$ cat src/rtl/hazard_flush_ctrl.sv
// Decode-stage load-use hazard detector and taken-branch flush controller
// for the 5-stage RV32I pipeline, with saturating stall/kill counters.
module hazard_flush_ctrl #(
    parameter int unsigned FLUSH_DEPTH = 2,
    parameter int unsigned LOAD_LAT    = 1,
    parameter int unsigned CNT_W       = 16
) (
    input  logic             clk,
    input  logic             rst_n,
    input  logic             id_valid,
    input  logic [31:0]      id_instr,
    input  logic             ex_branch_taken,
    input  logic             perf_clr,
    output logic             stall,
    output logic             kill,
    output logic             issue,
    output logic             flushing,
    output logic [CNT_W-1:0] perf_stall_cnt,
    output logic [CNT_W-1:0] perf_kill_cnt
);

    localparam logic [6:0] OP_LUI    = 7'b0110111;
    localparam logic [6:0] OP_AUIPC  = 7'b0010111;
    localparam logic [6:0] OP_JAL    = 7'b1101111;
    localparam logic [6:0] OP_REG    = 7'b0110011;
    localparam logic [6:0] OP_STORE  = 7'b0100011;
    localparam logic [6:0] OP_BRANCH = 7'b1100011;
    localparam logic [6:0] OP_LOAD   = 7'b0000011;

    localparam logic [2:0] FLUSH_RELOAD = 3'(FLUSH_DEPTH - 1);

    typedef struct packed {
        logic       v;
        logic [4:0] rd;
    } sb_entry_t;

    typedef enum logic {
        IDLE,
        FLUSH
    } flush_state_t;

    logic [6:0] opcode;
    logic [4:0] rd;
    logic [4:0] rs1;
    logic [4:0] rs2;
    logic       uses_rs1;
    logic       uses_rs2;
    logic       is_load;
    logic       hazard;

    sb_entry_t    sb_q [LOAD_LAT];
    logic [2:0]   flush_cnt;
    logic [2:0]   flush_cnt_nxt;
    flush_state_t flush_state;

    logic unused_instr_bits;
    assign unused_instr_bits = ^{id_instr[31:25], id_instr[14:12]};

    assign opcode   = id_instr[6:0];
    assign rd       = id_instr[11:7];
    assign rs1      = id_instr[19:15];
    assign rs2      = id_instr[24:20];
    assign uses_rs1 = (opcode != OP_LUI) && (opcode != OP_AUIPC) && (opcode != OP_JAL);
    assign uses_rs2 = (opcode == OP_REG) || (opcode == OP_STORE) || (opcode == OP_BRANCH);
    assign is_load  = (opcode == OP_LOAD);

    // NOTE: every variable assigned in always_comb gets a default first, so no path leaves it unassigned and no latch is inferred.
    always_comb begin
        hazard = 1'b0;
        for (int k = 0; k < LOAD_LAT; k++) begin
            if (sb_q[k].v && ((uses_rs1 && (rs1 == sb_q[k].rd)) ||
                              (uses_rs2 && (rs2 == sb_q[k].rd)))) begin
                hazard = 1'b1;
            end
        end
        hazard = hazard && id_valid;
    end

    assign kill     = ex_branch_taken || (flush_cnt != 3'd0);
    assign stall    = hazard && !kill;
    assign issue    = id_valid && !stall && !kill;
    assign flushing = (flush_state == FLUSH);

    // NOTE: the scoreboard is state, not storage: a stale valid bit would stall a fresh instruction after reset, so every entry is reset.
    always_ff @(posedge clk or negedge rst_n) begin
        if (!rst_n) begin
            for (int k = 0; k < LOAD_LAT; k++) begin
                sb_q[k] <= '0;
            end
        end else begin
            // x0 is never recorded, so a load to x0 can never create a hazard.
            sb_q[0] <= '{v: issue && is_load && (rd != 5'd0), rd: rd};
            for (int k = 1; k < LOAD_LAT; k++) begin
                sb_q[k] <= sb_q[k-1];
            end
        end
    end

    // NOTE: sequential state uses non-blocking assignments so every flop samples pre-edge values regardless of block order.
    always_ff @(posedge clk or negedge rst_n) begin
        if (!rst_n) begin
            flush_cnt <= 3'd0;
        end else begin
            flush_cnt <= flush_cnt_nxt;
        end
    end

    always_comb begin
        flush_state   = (flush_cnt != 3'd0) ? FLUSH : IDLE;
        flush_cnt_nxt = flush_cnt;
        case (flush_state)
            IDLE: begin
                if (ex_branch_taken) flush_cnt_nxt = FLUSH_RELOAD;
            end
            FLUSH: begin
                // A taken branch mid-flush restarts the window from the new branch.
                if (ex_branch_taken) flush_cnt_nxt = FLUSH_RELOAD;
                else                 flush_cnt_nxt = flush_cnt - 3'd1;
            end
            default: flush_cnt_nxt = 3'd0;
        endcase
    end

    always_ff @(posedge clk or negedge rst_n) begin
        if (!rst_n) begin
            perf_stall_cnt <= '0;
            perf_kill_cnt  <= '0;
        end else if (perf_clr) begin
            perf_stall_cnt <= '0;
            perf_kill_cnt  <= '0;
        end else begin
            if (stall && (perf_stall_cnt != '1)) begin
                perf_stall_cnt <= perf_stall_cnt + CNT_W'(1);
            end
            if (kill && id_valid && (perf_kill_cnt != '1)) begin
                perf_kill_cnt <= perf_kill_cnt + CNT_W'(1);
            end
        end
    end

endmodule
$ cat config.mk
export PLATFORM = sky130hd
export DESIGN_NAME = hazard_flush_ctrl
export DESIGN_NICKNAME = d
export VERILOG_FILES = /design/src/rtl/hazard_flush_ctrl.sv
export SDC_FILE = /design/constraint.sdc
export NUM_CORES = 1
export LEC_CHECK = 0
export CAP_MARGIN = 20
export CORE_ASPECT_RATIO = 0.9
export CORE_MARGIN = 4
export CORE_UTILIZATION = 45
export DETAILED_ROUTE_END_ITERATION = 7
export GPL_TIMING_DRIVEN = 1
export PLACE_DENSITY = 0.78
export SKIP_CTS_REPAIR_TIMING = 1
export SLEW_MARGIN = 5
export SYNTH_ARGS = -nofsm -noshare
export SYNTH_HDL_FRONTEND = slang
export SYNTH_SLANG_ARGS = --single-unit
export TNS_END_PERCENT = 10
$ cat constraint.sdc
create_clock -name clk -period 5.65 [get_ports clk]
set_input_delay 1.13 -clock clk [delete_from_list [all_inputs] [get_ports clk]]
set_output_delay 1.13 -clock clk [all_outputs]
set_load 0.05 [all_outputs]
==> reports/results.ini, run 1 <==
[grt]
use_met3_pct = 3.83
grt_pass1_vias = 1801
track_usage_pct = 17.1
grt_use_met2_pct = 27.0
grt_overflow = 0
grt_pass1_wl_microns = 8290
grt_antenna_before_repair = 0
grt_use_met1_pct = 24.2
grt_max_degree = 42
grt.busiest_layer = met2

[routing]
totalWireLength_microns = 5000
wl_per_cell_microns = 13.8
vias = 1956
drcViolationCount = 0
routed_via_density = 5.40
drt_pass1_iterations = 4
drtIter0Drc = 108
postRouteAntennaNets = 0

[flow_run]
maxCapViolations = 0

[synthesis]
synthTopCellsByCount = 41 x dfrtp_1, 29 x nor2_1, 16 x nand3_1, 15 x xor2_1, 14 x nand4_1
ys_ff_latch = 41
synth.avg_cell_area_sq_um = 9.69
synth_most_common_cell = dfrtp_1
seq_area_frac_synth_pct = 45.6
ys.flop_type = dfrtp_1
ys_async_sr_fraction_pct = 100
synth_edf_count = 0
synth_area_leader_cell = dfrtp_1
synth_area_leaders = dfrtp_1 46%, xor2_1 5.8%, nor2_1 4.8%, xnor2_1 4.7%, nand4_1 3.9%
synthDistinctLibCells = 40
synth_top_cell_area_share_pct = 45.6
yosysWarnings = 0
syn_inst = 232
synthesis.area_sq_um = 2250
syn_nets = 273

[finish]
layout.nets = 337
n_antenna_cell = 0
drive_above_1_share_pct = 6.06
areaGrowthSynthToFinish_pct = 35.1

[clock_network]
clockBufferDepth = 2
htree_levels = 2
cts_tree = done
cts_sinks = 41
clk_latency_ps = 290
cts_root_buf = clkbuf_8
path_clk_slew_ps = 80
cts-buffers-inserted = 5

[hold_path]
hold_path_class = register to register

[critical_path]
crit_family = buffers and inverters
crit_top_cell = clkdlybuf4s50_1
worst_setup_path_start_kind = input port
worstSetupPathType = input port to output port
cp.buffers_inverters = 2
crit_arrival_ps = 3640
worstPathRequired_ps = 4520
critPathMaxFanout = 9
critPathSlowestCell = clkdlybuf4s50_1
path_cells = clkdlybuf4s50_1 > or3b_1 > nor2_8 > nand4b_1 > o22ai_2 > nor3_1 > clkdlybuf4s50_1
worstSetupEndpointType = output port
cpPeakStageDelay_ps = 720

[timing]
setup_viol = 0
worst_pin_slew_ps = 924
finalCritPeriodShare_pct = 84.5
slew-limit-headroom_pct = 37.6
setup_tns_ps = 0
hold_viol_final = 0
fin_skew_ps = 3.76
fin_hold_ws_ps = 532
finalMaxSlewViolations = 0
rsz0062_at_grt = false
finalCriticalPeriod_ps = 4770
max_freq_ghz = 0.209

[floorplan]
design.core.area_sq_um = 4830
ioPinCount = 73
start_util_pct = 46.5
die_y_microns = 75.1
dieArea_sq_um = 6190
core.rowCount = 24
fp.dieW_microns = 82.5

[place]
hpwl_microns = 3710
io_buffers = 62
place.gp.congestion = 0.794

[power_and_ir_drop]
power_density_nw_per_um2 = 233
peakVddDrop_uv = 220
leakage_nw = 1.22

[run_status]
status = finished clean

==> placed cells by master, fill, tap and decap left out, types with 7 or more instances in the layout <==
cell type | synthesis | routed
a21oi_1 | 12 | 12
xor2_1 | 15 | 15
xnor2_1 | 12 | 12
dfrtp_1 | 41 | 41
nand3_1 | 16 | 16
nand4_1 | 14 | 14
nand2_1 | 11 | 11
o21ai_0 | 7 | 7
inv_1 | 8 | 8
nor2_1 | 29 | 29
clkdlybuf4s50_1 | 0 | 61
==> cells by family (layout without fill, tap and decap cells) <==
kind of cell               count (synthesis)  after routing  share of synthesized area, %
buffers and inverters                     14             79                          2.67
muxes                                      5              5                          2.39
DFF                                       41             41                          45.6
xor gates and xnor gates                  27             27                          10.5
AOI/OAI and AO/OA                         32             32                          9.91
adders and majority gates                  4              4                          2.23
and+or+nand+nor                          109            109                          26.7
==> through the flow <==
step,instance area (sq um),total power [W],instances,util [%],worst slack [ps]
global route,3040,0.000744,362,62.8,735
global placement,2920,0.000472,354,60.5,867
floorplan,2250,0.000422,232,-,1140
detailed placement,2920,0.000478,354,60.5,873
finish,3040,0.000708,362,62.8,877
CTS,3040,0.000716,362,62.8,864
==> path summary, 6_finish.rpt <==
path                            slack (ps)  depth (start not counted)                 end       startpoint
worst min register to register         530                          2        flush_cnt[0]     flush_cnt[0]
worst min-delay path                   530                          2        flush_cnt[0]     flush_cnt[0]
worst max-delay path                   880                          7               issue  ex_branch_taken
worst max register to register        3080                          8   perf_stall_cnt[8]     flush_cnt[0]
min in group asynchronous              960                          1    perf_kill_cnt[5]            rst_n
max in group asynchronous             4140                          1  perf_stall_cnt[12]            rst_n
==> layout make-up <==
cell class | count | area [sq um]
fillers | 423 | 1800
multi-input cells | 177 | 1160
flip-flops and latches | 41 | 1030
repair buffers | 63 | 623
well taps | 65 | 81.3
clock buffers | 5 | 68.8
clock inverters | 3 | 46.3
inverters | 8 | 30.0
==> sequential cells by signal (all words and copies together) (netlist names) <==
register,count
flush_cnt,3
sb_q,6
perf_stall_cnt,16
perf_kill_cnt,16
==> power breakdown <==
group | switching (W) | internal [W]
logic | 0.0000898 | 0.0000625
clock network | 0.000105 | 0.000132
registers | 0.0000117 | 0.000307
total | 0.000207 | 0.000501
==> metal layers <==
layer	routed length, microns	vias up
li1	-	961
met2	2360	53
met3	231	2
met4	10	0
met1	2400	940
met5	0	-
==> tightest hold or removal path, stage by stage, from the launching register on <==
cell and delay, ps:
dfrtp_1 360, xnor2_1 70, nand2b_1 60
(Power assumes the default switching activity.)
==> run 2, diff against run 1 <==
- CORE_UTILIZATION: 45 -> 42
- PLACE_DENSITY: 0.78 -> 0.77
- clock period: 5.65 -> 4 ns (I/O delays scaled with it)
==> run 2 against run 1 <==
- sequential share of layout area is 0.21 points lower
- global-route usage decreased by 0.74 points
- utilization down 1.9 points
- cell area is 0.62% higher
- via count is 1.0% higher
- highest routed layer unchanged
- count of clock-buffer cells in the layout rose by 2
- setup slack lost 280 ps
- critical path type unchanged
- final cell count increased by 0.83%
- register-to-register slack worse by 1700 ps
==> reports/results.ini, run 2 (same netlist as run 1, synthesis figures left out) <==
[run_status]
status = finished clean  ; unchanged

[floorplan]
design.core.area_sq_um = 5010  ; was 4830 sq um
dieArea_sq_um = 6590  ; was 6190 sq um
die_y_microns = 77.4  ; was 75.1 microns
core.rowCount = 24  ; unchanged
start_util_pct = 44.8  ; was 46.5%
ioPinCount = 73  ; unchanged
fp.dieW_microns = 85.1  ; was 82.5 microns

[grt]
track_usage_pct = 16.4  ; was 17.1%
grt_pass1_wl_microns = 8800  ; was 8290 microns
grt_overflow = 0  ; unchanged
grt_antenna_before_repair = 0  ; unchanged
grt_pass1_vias = 1869  ; was 1801
grt_max_degree = 42  ; unchanged

[finish]
reg.largest.list = perf_kill_cnt x16, perf_stall_cnt x16, sb_q x6  ; unchanged
drive_above_1_share_pct = 7.33  ; was 6.06%
n_antenna_cell = 0  ; unchanged
final_common_cell = clkdlybuf4s50_1  ; unchanged
areaGrowthSynthToFinish_pct = 35.9  ; was 35.1%
layout_common_cells = 59 x clkdlybuf4s50_1, 41 x dfrtp_1, 29 x nor2_1  ; was 61 x clkdlybuf4s50_1, 41 x dfrtp_1, 29 x nor2_1
fin_area_sq_um = 3060  ; was 3040 sq um
fillers = 435  ; was 423
layout.nets = 340  ; was 337

[place]
hpwl_microns = 3820  ; was 3710 microns
io_buffers = 62  ; unchanged
placed_cell_area_sq_um = 2940  ; was 2920 sq um
place.gp.congestion = 0.778  ; was 0.794

[timing]
setup_tns_ps = 0  ; unchanged
slew-limit-headroom_pct = 37.9  ; was 37.6%
worst_pin_slew_ps = 931  ; was 924 ps
finalCriticalPeriod_ps = 3400
fin_skew_ps = 6.39  ; was 3.76 ps
finalCritPeriodShare_pct = 85.0
max_freq_ghz = 0.294
setup_viol = 0  ; unchanged
finalMaxSlewViolations = 0  ; unchanged
rsz0062_at_grt = false  ; unchanged
hold_viol_final = 0  ; unchanged

[routing]
drt_pass1_iterations = 4  ; unchanged
vias = 1976  ; was 1956
drcViolationCount = 0  ; unchanged
drtIter0Drc = 106  ; was 108
postRouteAntennaNets = 0  ; unchanged
wl_per_cell_microns = 14.2  ; was 13.8 microns
routed_via_density = 5.41  ; was 5.40
totalWireLength_microns = 5200  ; was 5000 microns

[clock_network]
htree_levels = 2  ; unchanged
cts_sinks = 41  ; unchanged
cts-buffers-inserted = 5  ; unchanged
path_clk_slew_ps = 80  ; about the same
cts_root_buf = clkbuf_8  ; unchanged
cts_tree = done  ; unchanged
clockBufferDepth = 2  ; unchanged
clk_latency_ps = 300  ; was 290 ps

[flow_run]
maxCapViolations = 0  ; unchanged

[power_and_ir_drop]
peakVddDrop_uv = 376  ; was 220 uV
leakage_nw = 1.25  ; was 1.22 nW
finalPower_w = 0.00101  ; was 0.000708 W
power_density_nw_per_um2 = 331  ; was 233 nW/um^2

[critical_path]
worstSetupEndpointType = output port  ; unchanged
worstPathRequired_ps = 3200  ; was 4520 ps
worst_setup_path_start_kind = input port  ; unchanged
critPathMaxFanout = 5  ; was 9
worstSetupPathType = input port to output port  ; unchanged
crit_arrival_ps = 2600  ; was 3640 ps

[hold_path]
hold_path_class = register to register  ; unchanged

run 2: worst max-delay path, stage by stage:
cell and delay [ps]:
clkdlybuf4s50_1 450, or3b_1 510, nor2_8 160, nand4b_1 170, o22ai_2 180, nor3_1 100
buf_4 210
run 2: path summary, 6_finish.rpt:
check	end	cells past startpoint	startpoint	slack, ps
min in group asynchronous	flush_cnt[0]	1	rst_n	640
min	flush_cnt[0]	2	flush_cnt[0]	540
min reg2reg	flush_cnt[0]	2	flush_cnt[0]	540
max	issue	7	ex_branch_taken	600
max reg2reg	perf_stall_cnt[5]	8	flush_cnt[0]	1420
max in group asynchronous	perf_kill_cnt[12]	1	rst_n	2780
run 2: layer usage:
layer,share of wire [%],up-vias,wire (microns),GRT usage (%)
met3,4.0,4,209,3.60
li1,-,968,-,-
met1,46,951,2410,22.2
met5,0,-,0,0
met2,49,53,2520,26.2
met4,1.1,0,55,5.22
run 2: stage by stage:
| step | util (%) | cells | worst slack, ps | hold WS (ps) |
|---|---|---|---|---|
| floorplan | - | 232 | 149 | 492 |
| finish | 61.0 | 365 | 598 | 543 |
| global route | 61.0 | 365 | 452 | 589 |
| detailed placement | 58.6 | 357 | 594 | 528 |
| global placement | 58.6 | 357 | 602 | 513 |
| CTS | 61.0 | 365 | 594 | 548 |
run 2: final cells by class:
cell class / instances / area [sq um] / share of cell area (%)
well taps: 65 / 81.3 / 2.66
inverters: 8 / 30.0 / 0.982
multi-input cells: 177 / 1160 / 38.0
clock inverters: 1 / 30.0 / 0.982
clock buffers: 7 / 86.3 / 2.82
flip-flops and latches: 41 / 1030 / 33.6
repair buffers: 66 / 641 / 21.0
run 2: report_power, final:
part	internal (W)	switching [W]	total (W)
sequential	0.000433	0.0000168	0.000450
clock	0.000204	0.000146	0.000350
combinational	0.0000875	0.000126	0.000213
total	0.000724	0.000289	0.00101
